## src/rtl/gray_counter_param.sv

```systemverilog
// Parametrised synchronous Gray-code counter with enable, direction, binary load,
// optional saturation, a terminal-count flag and a registered wrap pulse.
module gray_counter_param #(
    parameter int WIDTH    = 3,
    parameter int RST_VAL  = 0,
    parameter bit SATURATE = 1'b0
) (
    input  logic             clk,
    input  logic             rst,
    input  logic             en,
    input  logic             up_dn,
    input  logic             load,
    input  logic [WIDTH-1:0] load_val,
    output logic [WIDTH-1:0] q_gray,
    output logic [WIDTH-1:0] q_bin,
    output logic             tc,
    output logic             wrap
);

    localparam logic [WIDTH-1:0] RST_BIN  = WIDTH'(RST_VAL);
    localparam logic [WIDTH-1:0] RST_GRAY = RST_BIN ^ (RST_BIN >> 1);

    logic [WIDTH-1:0] bin_r;
    logic [WIDTH-1:0] gray_r;
    logic             wrap_r;
    logic [WIDTH-1:0] step_bin;
    logic [WIDTH-1:0] bin_nxt;
    logic             wrap_nxt;
    logic             at_term;

    // Terminal value depends on the direction currently requested, not on en.
    assign at_term  = up_dn ? (bin_r == {WIDTH{1'b1}}) : (bin_r == {WIDTH{1'b0}});
    assign step_bin = up_dn ? (bin_r + WIDTH'(1)) : (bin_r - WIDTH'(1));

    always_comb begin
        bin_nxt  = bin_r;
        wrap_nxt = 1'b0;
        if (load) begin
            bin_nxt = load_val;
        end else if (en) begin
            if (!(SATURATE && at_term)) begin
                bin_nxt  = step_bin;
                wrap_nxt = at_term;
            end
        end
    end

    // The Gray value is registered from the next binary value so q_gray is a
    // clean flop output and always sits in step with q_bin.
    always_ff @(posedge clk) begin
        if (rst) begin
            bin_r  <= RST_BIN;
            gray_r <= RST_GRAY;
            wrap_r <= 1'b0;
        end else begin
            bin_r  <= bin_nxt;
            gray_r <= bin_nxt ^ (bin_nxt >> 1);
            wrap_r <= wrap_nxt;
        end
    end

    assign q_bin  = bin_r;
    assign q_gray = gray_r;
    assign wrap   = wrap_r;
    assign tc     = at_term;

endmodule

```

## config.mk

```make
export PLATFORM = sky130hd
export DESIGN_NAME = gray_counter_param
export DESIGN_NICKNAME = d
export VERILOG_FILES = /design/src/rtl/gray_counter_param.sv
export SDC_FILE = /design/constraint.sdc
export NUM_CORES = 1
export LEC_CHECK = 0
export ABC_CLOCK_PERIOD_IN_PS = 1810
export BUFFER_PORTS_ARGS = -buffer_cell sky130_fd_sc_hd__buf_2
export CAP_MARGIN = 0
export CORE_AREA = 8 8 45 47
export DETAILED_ROUTE_END_ITERATION = 7
export DIE_AREA = 0 0 53 55
export PLACE_DENSITY_LB_ADDON = 0.25
export RECOVER_POWER = 50
export SLEW_MARGIN = 20
export SYNTH_ARGS = -nofsm -noshare
export SYNTH_HDL_FRONTEND = slang
export SYNTH_SLANG_ARGS = --single-unit
```

## constraint.sdc

```tcl
create_clock -name clk -period 1.81 [get_ports clk]
set_input_delay 0.0905 -clock clk [delete_from_list [all_inputs] [get_ports clk]]
set_output_delay 0.0905 -clock clk [all_outputs]
set_load 0.05 [all_outputs]
```

Word-level counts from Yosys, hierarchy flattened. Cells that the tools add are included.

Register bits after elaboration: 7. Bits of input ports: 8. Word-level logic and storage cells: 14.

$add $sub $neg: 2. Eq/ne operators: 1. Multiplexer cells: 4. Bitwise gates (word level): 2. Reduce and logical (&&, ||, !) cells: 2.

Operators with widths (number): two-way mux 3 bit (3); adder 3 x 1 -> 3 bit (second input constant) (1); equality test 3 bit (second input constant) (1); zero test 3 bit (1); OR reduction 3 bit (1); subtractor 3 x 1 -> 3 bit (second input constant) (1); bitwise XOR 3 x 2 -> 3 bit (1); two-way mux 1 bit (1); NOT 1 bit (1).

Longest topological paths before layout.
Depth in word-level cells: 5. Mapped depth: 6.

Worst setup path after synthesis. No wires, ideal clock.

Kind: flip-flop to flip-flop. From: register bin_r[0] (netlist: q_bin[0]). To: register gray_r[1] (netlist: q_gray[1]). Data arrival time: 2.040 ns. Required time: 1.689 ns. Setup slack: -0.351 ns. Cell stages (with the launch flop): 6. Buffers on the path: 0. Clock period less this slack: 2.161 ns. Cells stage by stage: dfxtp_1 -> fa_1 -> xor2_1 -> or4b_1 -> and3_4 -> mux2_4.

Longest elaborated chain between the ends: 5.

Ends and longest elaborated chain: from (decl) (line 23) `logic [WIDTH-1:0] bin_r;`; from (signal assigned) (line 56) `bin_r <= bin_nxt;`; subtractor 3 x 1 -> 3 bit / adder 3 x 1 -> 3 bit (equally long branches) (line 33) `assign step_bin = up_dn ? (bin_r + WIDTH'(1)) : (bin_r - WIDTH'(1));`; two-way mux 3 bit * (line 33); two-way mux 3 bit * (line 40) `end else if (en) begin`; two-way mux 3 bit * (line 38) `if (load) begin`; bitwise XOR 3 x 2 -> 3 bit * (line 57) `gray_r <= bin_nxt ^ (bin_nxt >> 1);`; to (signal assigned) (line 57); to (decl) (line 24) `logic [WIDTH-1:0] gray_r;`.

Every way passes the cells marked *; elsewhere a longest branch is shown, timed or not. A chain may end at the register's enable or synchronous reset.

Worst setup path after layout. Ends and elaborated chain as after synthesis.

==> impl_metrics.yaml <==
run_status:
  status: "complete, but fails checks"
  violations: "negative setup slack"
yosys:
  ys_seq_elements: 6
  ys_warn_count: 0
  synth_fp_nets: 41
  syn-mean-instance-area_um2: 9.971
  synth_cells: 32
  synth-seq-area-share_pct: 37.65
  syn_area_um2: 319.1
  yosysUniqueCellTypes: 20
floorplan:
  initial_core_util_pct: 23.06
  die_w_um: 53
  pin_count: 16
  die_area_um2: 2915
  die_y_um: 55
  coreArea_um2: 1384
  rows: 14
setup_path:
  arrival_ns: 2.01
  path_class: "reg2reg"
  crit_start: "q_bin[0]$_SDFF_PP0_"
  path_delay_family: "simple AND/OR/NAND/NOR gates"
  required_ns: 1.94
  cp_num_buf_inv: 0
  path_max_fanout: 2
  cpPeakStageDelay_ns: 0.46
  crit_end: "q_gray[1]$_SDFF_PP0_"
  rr_worst_depth: 5
  ff2ff_setup_slack_ns: -0.07
  cp-start-kind: "flop"
  endpoint_kind: "flop"
  path_depth: 5
  reg2reg_from: "q_bin[0]$_SDFF_PP0_"
  rr_endpoint: "q_gray[1]$_SDFF_PP0_"
  crit_chain: "fa_2 -> xor2_1 -> or4b_1 -> and3_4 -> mux2_4"
  crit_path_top_delay_cell: "or4b_1"
route:
  drt_iter0_drc: 7
  routed_via_density: 4.188
  drc: 0
  firstDrtPassIters: 2
  wirelength_um: 737
  vias: 289
  wl_per_cell_um: 10.68
  final_antenna_net_count: 0
place:
  gp_congestion: 0.7247
  dpl.hpwl_um: 630
  port-buffer-count: 15
  postPlaceCellArea_um2: 444.2
timing:
  tns_ns: -0.07230
  clock-skew-final_ns: 0.006482
  rsz0062_at_grt: "yes"
  fmax_ghz: 0.5313
  holdWs_ns: 0.07837
  drv_slew: 0
  setup_ws_ns: -0.07230
  worst_pin_slew_ns: 0.6014
  hold_violations: 0
  period_share_pct: 104.0
  min_period_ns: 1.882
  max-slew-margin-rel_pct: 60.08
  setup_viol: 1
clock_network:
  cts_inserted_buffers: 3
  tritoncts: "built"
  h-tree-depth: 1
  clockRootBuffer: "clkbuf_4"
  clkSinkCount: 6
  clk_latency_ns: 0.25
  clk_pin_slew_ns: 0.05
  post_cts_buffers: 0
  cts_buffer_depth: 2
power_and_ir_drop:
  power_density_nw_per_um2: 965.2
  peakVddDrop_uv: 517.6
  finalPower_mw: 0.4541
  p_leak_nw: 0.2224
cells_and_area:
  stdcell_area_um2: 470.5
  layout_common_cells: "buf_2, nor2_1, clkbuf_1"
  drive_gt1_share_pct: 47.17
  syn_to_final_growth_pct: 47.45
  nNetsFinal: 63
  diodes: 0
  final_common_cell: "buf_2"
worst_hold_path:
  min_path_type: "in2reg"
  whs_path_depth: 2
grt:
  grt_start_max_net_pins: 8
  antenna_found_initial: 0
  grt_first_pass_wirelength_um: 1235
  track_usage_pct: 6.301
  grt_pass1_vias: 325
  grt.overflow.total: 0
run:
  cap_violations: 0
## cells in the mapped netlist, drive strengths merged
master  number  area, um^2
dfxtp        6       120.1
nor2         6       22.52
and3         2       17.52
buf          2       12.51
mux2         2       26.27
mux2i        2       20.02
xor2         2       17.52
a22oi        1       7.510
fa           1       20.02
inv          1       3.750
nand2        1       3.750
nand3b       1       7.510
nand4        1       6.260
nor2b        1       6.260
or4          1       8.760
or4b         1       10.01
xnor2        1       8.760
## routing by layer
layer / GRT usage, % / routed length [um] / share of wire [%]
met4: 2.586 / 0 / 0
met3: 5.882 / 101 / 14
met5: 0 / 0 / 0
met2: 9.570 / 325 / 44
met1: 5.819 / 310 / 42
## through the flow
step	setup slack, ns	std cells	util (%)
floorplan	-0.1316	32	-
global placement	-0.06890	65	32.10
detailed placement	-0.07691	65	32.10
CTS	-0.07743	69	34.18
global route	-0.1488	69	34.00
finish	-0.07230	69	34.00
## flip-flops by register name, summed over array words and instances (netlist names)
name	count
q_bin	3
wrap	1
q_gray	2
## worst min-delay path by stage
stage	start	end	slack, ns
6_report	rst	q_bin[0]$_SDFF_PP0_	0.08
5_1_grt	rst	q_bin[0]$_SDFF_PP0_	0.07
4_1_cts	rst	q_bin[0]$_SDFF_PP0_	0.07
3_5_place_dp	rst	q_bin[0]$_SDFF_PP0_	0.34
3_3_place_gp	rst	q_bin[0]$_SDFF_PP0_	0.34
2_1_floorplan	rst	q_bin[0]$_SDFF_PP0_	0.15
## where the power goes
part / leakage, nW / total (mW) / internal [mW] / switching (mW)
sequential: 0.0509 / 0.154 / 0.146 / 0.00783
combinational: 0.157 / 0.165 / 0.0599 / 0.105
clock: 0.0150 / 0.135 / 0.0837 / 0.0510
## final cells by class
class,count,area [um^2]
Multi-Input combinational cell,23,187.7
Tap cell,16,20.02
Fill cell,159,913.4
Sequential cell,6,127.6
Timing Repair Buffer,19,105.1
Clock buffer,4,26.28
Inverter,1,3.754
## cell families after synthesis
| logic type | Yosys count | synth area share [%] |
|---|---|---|
| AO/OA/AOI/OAI | 1 | 2.354 |
| XOR/XNOR | 3 | 8.237 |
| adder cells (fa/ha/maj) | 1 | 6.275 |
| buffers and inverters | 3 | 5.096 |
| flip-flops | 6 | 37.65 |
| multiplexers | 4 | 14.51 |
| AND/OR/NAND/NOR | 14 | 25.89 |
## repair_timing
action | CTS | global route
gates resized for setup | 1 | 1
endpoints found under the setup margin | 2 | 2
hold buffers | 0 | 0
pin swaps | 1 | 0
## worst register-to-register path: cells and delay by family (launching register included)
family | cells | cell delay (ns)
AND/OR/NAND/NOR | 2 | 0.63
adder cells (fa/ha/maj) | 1 | 0.35
multiplexers | 1 | 0.29
flip-flops | 1 | 0.34
XOR/XNOR | 1 | 0.15
No activity file was read; power rests on OpenSTA's default activity.
